File: config.mk
export PLATFORM = sky130hd
export DESIGN_NAME = dco_freq_ctrl
export DESIGN_NICKNAME = d
export VERILOG_FILES = /design/src/rtl/dco_freq_ctrl.sv
export SDC_FILE = /design/constraint.sdc
export NUM_CORES = 1
export LEC_CHECK = 0
export CORE_MARGIN = 2
export CORE_UTILIZATION = 57
export CTS_CLUSTER_DIAMETER = 40
export DETAILED_ROUTE_END_ITERATION = 7
export GPL_TIMING_DRIVEN = 1
export PLACE_DENSITY_LB_ADDON = 0.08
export SYNTH_ARGS = -nofsm -noshare
export SYNTH_HDL_FRONTEND = slang
export SYNTH_SLANG_ARGS = --single-unit
File: constraint.sdc
create_clock -name clk_i -period 4.9 [get_ports clk_i]
set_input_delay 1.225 -clock clk_i [delete_from_list [all_inputs] [get_ports clk_i]]
set_output_delay 1.225 -clock clk_i [all_outputs]
set_load 0.05 [all_outputs]
File: src/rtl/dco_freq_ctrl.sv
// SAR frequency-acquisition controller for a ring-oscillator DCO in the ADPLL loop.
// Optional closed-loop tracking after the search: define DCO_FREQ_CTRL_TRACK_EN.
module dco_freq_ctrl #(
    parameter int unsigned CTRL_WIDTH    = 5,
    parameter int unsigned CNT_W         = 12,
    parameter int unsigned SETTLE_CYCLES = 16,
    parameter int unsigned TOL           = 2,
    parameter int unsigned LOCK_COUNT    = 4
) (
    input  logic                  clk_i,
    input  logic                  reset_i,
    input  logic                  start_i,
    input  logic                  stop_i,
    input  logic [CNT_W-1:0]      target_i,
    input  logic [CNT_W-1:0]      dco_count_i,
    input  logic                  count_valid_i,
    output logic                  enable_o,
    output logic [CTRL_WIDTH-1:0] freq_sel_o,
    output logic                  busy_o,
    output logic                  locked_o
);

    localparam int unsigned PtrW = (CTRL_WIDTH > 1) ? $clog2(CTRL_WIDTH) : 1;
    localparam int unsigned SetW = $clog2(SETTLE_CYCLES + 1);

    localparam logic [PtrW-1:0]       PtrMsb     = PtrW'(CTRL_WIDTH - 1);
    localparam logic [SetW-1:0]       SettleLast = SetW'(SETTLE_CYCLES - 1);
    localparam logic [CTRL_WIDTH-1:0] CodeMsb    = CTRL_WIDTH'(1) << (CTRL_WIDTH - 1);

    typedef enum logic [2:0] {
        StIdle,
        StSettle,
        StMeasure,
        StDecide,
        StTrackSettle,
        StTrackMeasure,
        StDone
    } state_e;

    state_e                r_state;
    state_e                w_state_next;
    logic [CTRL_WIDTH-1:0] r_code;
    logic [CNT_W-1:0]      r_target;
    logic [CNT_W-1:0]      r_count;
    logic [PtrW-1:0]       r_bit;
    logic [SetW-1:0]       r_settle_cnt;

    logic                  w_in_settle;
    logic                  w_settle_done;
    logic                  w_over;
    logic [CTRL_WIDTH-1:0] w_bit_mask;
    logic [CTRL_WIDTH-1:0] w_decide_code;

    assign w_in_settle   = (r_state == StSettle) || (r_state == StTrackSettle);
    assign w_settle_done = (r_settle_cnt == SettleLast);
    assign w_over        = (r_count > r_target);
    assign w_bit_mask    = CTRL_WIDTH'(1) << r_bit;

    // Resolve the bit under test, then trial-set the next lower one.
    always_comb begin
        w_decide_code = r_code;
        if (w_over) begin
            w_decide_code = w_decide_code & ~w_bit_mask;
        end
        if (r_bit != '0) begin
            w_decide_code = w_decide_code | (w_bit_mask >> 1);
        end
    end

`ifdef DCO_FREQ_CTRL_TRACK_EN
    localparam int unsigned RunW = $clog2(LOCK_COUNT + 1);

    localparam logic [RunW-1:0]  RunMax = RunW'(LOCK_COUNT);
    localparam logic [CNT_W:0]   TolExt = (CNT_W + 1)'(TOL);
    localparam logic [CNT_W:0]   CntMax = {1'b0, {CNT_W{1'b1}}};

    logic [RunW-1:0]       r_run;
    logic                  r_locked;
    logic [CNT_W:0]        w_tgt_ext;
    logic [CNT_W:0]        w_cnt_ext;
    logic [CNT_W:0]        w_hi_raw;
    logic [CNT_W:0]        w_lo;
    logic [CNT_W:0]        w_hi;
    logic                  w_above;
    logic                  w_below;
    logic [RunW-1:0]       w_run_inc;
    logic [CTRL_WIDTH-1:0] w_code_dn;
    logic [CTRL_WIDTH-1:0] w_code_up;

    assign w_tgt_ext = {1'b0, r_target};
    assign w_cnt_ext = {1'b0, dco_count_i};
    assign w_hi_raw  = w_tgt_ext + TolExt;
    assign w_lo      = (w_tgt_ext >= TolExt) ? (w_tgt_ext - TolExt) : '0;
    assign w_hi      = (w_hi_raw > CntMax) ? CntMax : w_hi_raw;
    assign w_above   = (w_cnt_ext > w_hi);
    assign w_below   = (w_cnt_ext < w_lo);
    assign w_run_inc = (r_run == RunMax) ? r_run : (r_run + RunW'(1));
    assign w_code_dn = (r_code == '0) ? r_code : (r_code - CTRL_WIDTH'(1));
    assign w_code_up = (r_code == '1) ? r_code : (r_code + CTRL_WIDTH'(1));
`endif

    always_ff @(posedge clk_i or posedge reset_i) begin
        if (reset_i) begin
            r_state <= StIdle;
        end else begin
            r_state <= w_state_next;
        end
    end

    always_comb begin
        w_state_next = r_state;
        if (stop_i) begin
            w_state_next = StIdle;
        end else begin
            unique case (r_state)
                StIdle:         if (start_i) w_state_next = StSettle;
                StSettle:       if (w_settle_done) w_state_next = StMeasure;
                StMeasure:      if (count_valid_i) w_state_next = StDecide;
                StDecide: begin
                    if (r_bit != '0) begin
                        w_state_next = StSettle;
                    end else begin
`ifdef DCO_FREQ_CTRL_TRACK_EN
                        w_state_next = StTrackSettle;
`else
                        w_state_next = StDone;
`endif
                    end
                end
                StTrackSettle:  if (w_settle_done) w_state_next = StTrackMeasure;
                StTrackMeasure: if (count_valid_i) w_state_next = StTrackSettle;
                StDone:         w_state_next = StDone;
                default:        w_state_next = StIdle;
            endcase
        end
    end

    always_ff @(posedge clk_i or posedge reset_i) begin
        if (reset_i) begin
            r_code       <= '0;
            r_target     <= '0;
            r_count      <= '0;
            r_bit        <= '0;
            r_settle_cnt <= '0;
`ifdef DCO_FREQ_CTRL_TRACK_EN
            r_run        <= '0;
            r_locked     <= 1'b0;
`endif
        end else begin
            r_settle_cnt <= (w_in_settle && !w_settle_done) ? (r_settle_cnt + SetW'(1)) : '0;
            if (stop_i) begin
`ifdef DCO_FREQ_CTRL_TRACK_EN
                r_locked <= 1'b0;
`endif
            end else begin
                case (r_state)
                    StIdle: begin
                        if (start_i) begin
                            r_target <= target_i;
                            r_code   <= CodeMsb;
                            r_bit    <= PtrMsb;
                        end
                    end
                    StMeasure: begin
                        if (count_valid_i) begin
                            r_count <= dco_count_i;
                        end
                    end
                    StDecide: begin
                        r_code <= w_decide_code;
                        if (r_bit != '0) begin
                            r_bit <= r_bit - PtrW'(1);
                        end
`ifdef DCO_FREQ_CTRL_TRACK_EN
                        r_run    <= '0;
                        r_locked <= 1'b0;
`endif
                    end
`ifdef DCO_FREQ_CTRL_TRACK_EN
                    StTrackMeasure: begin
                        if (count_valid_i) begin
                            if (w_above) begin
                                r_code   <= w_code_dn;
                                r_run    <= '0;
                                r_locked <= 1'b0;
                            end else if (w_below) begin
                                r_code   <= w_code_up;
                                r_run    <= '0;
                                r_locked <= 1'b0;
                            end else begin
                                r_run    <= w_run_inc;
                                r_locked <= (w_run_inc >= RunMax);
                            end
                        end
                    end
`endif
                    default: ;
                endcase
            end
        end
    end

    always_comb begin
        busy_o     = (r_state != StIdle);
        enable_o   = (r_state != StIdle);
        freq_sel_o = r_code;
`ifdef DCO_FREQ_CTRL_TRACK_EN
        locked_o   = r_locked;
`else
        locked_o   = (r_state == StDone);
`endif
    end

endmodule
### Yosys cells after proc, flatten, opt, wreduce, memory -nomap -nowiden

Cells that the tools add are included.

| storage, ports and cells | value |
|---|---|
| register bits after elaboration | 40 |
| latch bits | 0 |
| memory bits (writable) | 0 |
| memory bits (read-only) | 0 |
| bits of input ports | 29 |
| output and inout port bits | 8 |
| word-level logic and storage cells | 56 |
| memories kept | 0 |

| cells by class | value |
|---|---|
| $add $sub $neg | 2 |
| multipliers | 0 |
| div/mod/pow operators | 0 |
| magnitude comparators | 1 |
| eq/ne operators | 14 |
| shift operators | 1 |
| mux-type cells | 16 |
| bitwise operators | 4 |
| reductions and logical operators | 12 |

Operator list:

| kind | count |
|---|---|
| 3-bit 2-to-1 mux | 9 |
| 3-bit case mux with 7 select lines | 1 |
| 5-bit 2-to-1 mux | 4 |
| 3-bit != test (second input constant) | 5 |
| 12-bit greater-than comparator | 1 |
| 5-bit case mux with 2 select lines | 1 |
| 3-bit equality test (second input constant) | 3 |
| 3-bit AND reduction | 3 |
| 3-bit by 2-bit equality test with 1-bit output (second input constant) | 2 |
| 3-bit case mux with 2 select lines | 1 |
| 3-bit nonzero test | 2 |
| 5-bit by 1-bit adder with 5-bit output (second input constant) | 1 |
| 5-bit AND | 1 |
| 5-bit by 4-bit equality test with 1-bit output (second input constant) | 1 |
| 5-bit NOT | 1 |
| 5-bit by 4-bit bitwise OR with 5-bit output | 1 |
| 5-bit AND reduction | 1 |
| 1-bit by 3-bit << shifter with 5-bit output (first input constant) | 1 |
| 2-bit != test (second input constant) | 2 |
| 4-bit AND reduction | 1 |
| 3-bit by 1-bit equality test with 1-bit output (second input constant) | 1 |
| 3-bit zero test | 1 |
| 3-bit by 1-bit subtractor with 3-bit output (second input constant) | 1 |
| 2-bit nonzero test | 1 |
| other kinds (4) | 4 |

### Longest topological paths before layout

| logic depth | value |
|---|---|
| depth after elaboration | 7 |
| mapped depth | 8 |
| depth with buffers taken out | 8 |

### Least setup slack after synthesis

No wires, ideal clock.

| path | value |
|---|---|
| path kind | reg2out |
| start | register r_state[2] |
| end | output port enable_o |
| arrival time | 1.529 ns |
| required time | 3.675 ns |
| slack | 2.146 ns |
| cell stages (with the launch flop) | 5 |
| buffers on the path | 3 |
| cell sequence | dfrtp_1 clkbuf_1 buf_2 or3_1 buf_4 |

| on the way | value |
|---|---|
| longest elaborated chain between the ends | 1 |

RTL lines:

| what | line | RTL |
|---|---|---|
| start: declaration | 40 | `state_e r_state;` |
| start signal: assignment | 104 | `r_state <= StIdle;` |
| start signal: assignment | 106 | `r_state <= w_state_next;` |
| 3-bit nonzero test | -- |  |
| end: declaration | 17 | `output logic enable_o,` |

Every way passes these cells.

### Final worst setup path

| path | value |
|---|---|
| start | register r_state[2] |
| end | output port locked_o |

| on the way | value |
|---|---|
| longest elaborated chain between the ends | 1 |

RTL lines:

| what | line | RTL |
|---|---|---|
| 3-bit equality test | 210 | `locked_o = (r_state == StDone);` |
| end: declaration | 20 | `output logic locked_o` |

Every way passes these cells.

==> impl_metrics.csv <==
group,metric,value,unit
global_route,grt_max_degree,31,
synth,synthesis.nets,247,
power_and_ir_drop,ir_worst_vdd,0.206,mV
setup_path,crit_cells,3,
synth,ys_seq_elements,40,
sta,clock_skew,0.00287,ns
route,drt_wl_total,4.35,mm
cts,cts_tree,"built",
placement,place_hpwl,3.18,mm
sta,layout_setup_ws,1.62,ns
cts,cts_sinks,40,
placement,dp.cells,275,
synth,ys_warn_count,0,
synth,synth_edf_count,0,
cts,clk_latency,0.29,ns
setup_path,critPathKind,"register to primary output",
worst_hold_path,min_path_type,"register to register",
power_and_ir_drop,power_frac_comb,21.2,%
power_and_ir_drop,switching_power,0.191,mW
synth,yosys-top-cells-area,"dfrtp_1, ha_1, mux2_4, mux2_2, inv_1",
cts,clock-root-buffer,"clkbuf_8",
floorplan,core-area,3740,sq um
global_route,overflow,0,
global_route,antenna_found_initial,0,
final_layout,drive_gt1_share,14.7,%
floorplan,initial_utilization,60.7,%
sta,worstMarginPinSlew,1.10,ns
setup_path,critPathLaunchType,"register",
power_and_ir_drop,p_seq_share,52.2,%
job,drv_cap,0,
setup_path,worstPathCellList,"inv_1 -> nor2_1 -> clkdlybuf4s50_1",
final_layout,final_nets,282,
setup_path,worstPathRequired,3.67,ns
cts,clk_path_buf_depth,2,
power_and_ir_drop,leakage,1.29,nW
floorplan,rows,22,
sta,slew_headroom,26.5,%
route,ant_nets,0,
final_layout,diodes,0,
global_route,track_usage,22.8,%
route,wl_met1,1.83,mm
synth,synthFlopType,"dfrtp_1",
sta,finalHoldViolations,0,
setup_path,cp_slowest_cell,"clkdlybuf4s50_1",
synth,async_flop_share,100,%
final_layout,area_growth,19.0,%
cts,clk_pin_slew,0.07,ns
setup_path,worstReg2RegStart,"r_state[0]",
synth,synth_cells,199,
route,drt-pass1-iter-count,4,
setup_path,critPathTopFamily,"buffers and inverters",
sta,fmax,305,MHz
setup_path,cp_slowest_stage_delay,0.81,ns
setup_path,critical_path_arrival,2.06,ns
global_route,grt_pass1_wl,7.51,mm
cts,ctsHoldBuffers,0,
power_and_ir_drop,internal_power,0.540,mW
sta,fin_crit,3.28,ns
placement,dp_slack,1.42,ns
route,dr.first_iter.drc_count,71,
cts,cts.htree.levels,2,
cts,cts_resized,0,
final_layout,final_cell_mix,"dfrtp_1, clkdlybuf4s50_1, inv_1",
final_layout,fin_util,72.2,%
worst_hold_path,hold_depth,1,
route,drcViolationCount,0,
synth,ys_seq_area_share,44.1,%
synth,yosysTopAreaCell,"dfrtp_1",
setup_path,reg2reg_slack,2.58,ns
global_route,grt_pass1_vias,1721,
synth,synth_top_area_share,44.1,%
route,dr_wl_met2,2.21,mm
cts,post_cts_buffers,0,
synth,synth.avg_cell_area,11.4,sq um
worst_hold_path,worstHoldStart,"r_settle_cnt[0]",
power_and_ir_drop,pwr_density_cell,271,nW/um^2
sta,fin_tns_setup,0,ns
setup_path,cp_max_fo,16,
power_and_ir_drop,power_frac_clock,26.6,%
placement,place_congestion,0.887,
outcome,status,"finished clean",
route,vias_per_cell,5.73,
final_layout,final_common_cell,"dfrtp_1",
route,routedWlPerCell,15.5,um
worst_hold_path,holdPathEnd,"r_settle_cnt[0]",
power_and_ir_drop,switching_share,26.1,%
floorplan,die_area,4510,sq um
floorplan,io-pin-count,37,
setup_path,worst-path-buf-inv,2,
floorplan,die_y,67.1,um
sta,slew_violations,0,
synth,syn_area,2270,sq um
setup_path,worst_setup_path_end_kind,"primary output",
cts,cts_buffers,5,
route,maxUsedRoutingLayer,"met4",
setup_path,r2r_cells,5,
floorplan,die_w,67.1,um
placement,portBuffers,36,
sta,rsz0062_at_grt,"no",
route,via_count,1603,
sta,fin_crit_sh,67.0,%
final_layout,final_cells,280,
sta,finalSetupViolations,0,
route,wl_met3,209,um
synth,synth_cell_types,40,
setup_path,r2r-end,"freq_sel_o[3]",
## metal layers
metal  track usage [%]  up-vias
li1                  -      764
met3              6.25       14
met5                 0        -
met4              11.0        0
met2              40.6       34
met1              24.9      791
## cells in the mapped netlist, drive strengths merged (5+ instances only)
master   n
dfrtp   40
mux2    25
inv     20
ha      19
a21oi   14
nor2    10
buf      7
nand2    7
nand3    7
nand2b   5
## stage by stage
step / power, mW / cell area (sq um) / hold WS (ns)
final: 0.731 / 2700 / 0.481
after global routing: 0.772 / 2700 / 0.528
after CTS: 0.737 / 2700 / 0.473
after detailed placement: 0.542 / 2630 / 0.464
after global placement: 0.534 / 2630 / 0.443
after floorplan: 0.491 / 2270 / 0.433
## cell type report
type                    count  area, sq um
clock buffers               5         68.8
fillers                   280         1040
inverters                  20         75.1
multi-input cells         130         1130
flip-flops and latches     40         1000
well taps                  48         60.1
repair buffers             37          368
## worst max-delay path by stage
stage | from | endpoint | slack [ns]
after detailed placement | start_i | freq_sel_o[3] | 1.42
after global routing | r_state[2] | locked_o | 1.52
final | r_state[2] | locked_o | 1.62
after floorplan | r_state[2] | enable_o | 2.15
after CTS | r_state[2] | locked_o | 1.62
after global placement | start_i | freq_sel_o[3] | 1.49
## power groups by stage
stage | sequential, mW | clock, mW | combinational, mW
after global placement | 0.386 | 0 | 0.148
after floorplan | 0.381 | 0 | 0.110
after detailed placement | 0.387 | 0 | 0.155
after CTS | 0.381 | 0.198 | 0.158
final | 0.381 | 0.194 | 0.155
after global routing | 0.386 | 0.213 | 0.174
## kinds of logic (layout without fill, tap and decap cells)
family | Yosys count | in the layout | synth area share (%)
and+or+nand+nor | 48 | 48 | 12.6
AOI/OAI and AO/OA | 32 | 32 | 9.26
buffers and inverters | 29 | 62 | 6.23
xor gates and xnor gates | 3 | 3 | 1.16
muxes | 28 | 28 | 16.2
adders and majority gates | 19 | 19 | 10.5
DFF | 40 | 40 | 44.1
## registers in the layout, indices dropped and copies added, names as in the netlist
name / count
r_state: 3
r_target: 12
r_count: 12
r_bit: 3
freq_sel_o: 5
r_settle_cnt: 5
No activity file was read; power rests on OpenSTA's default activity.
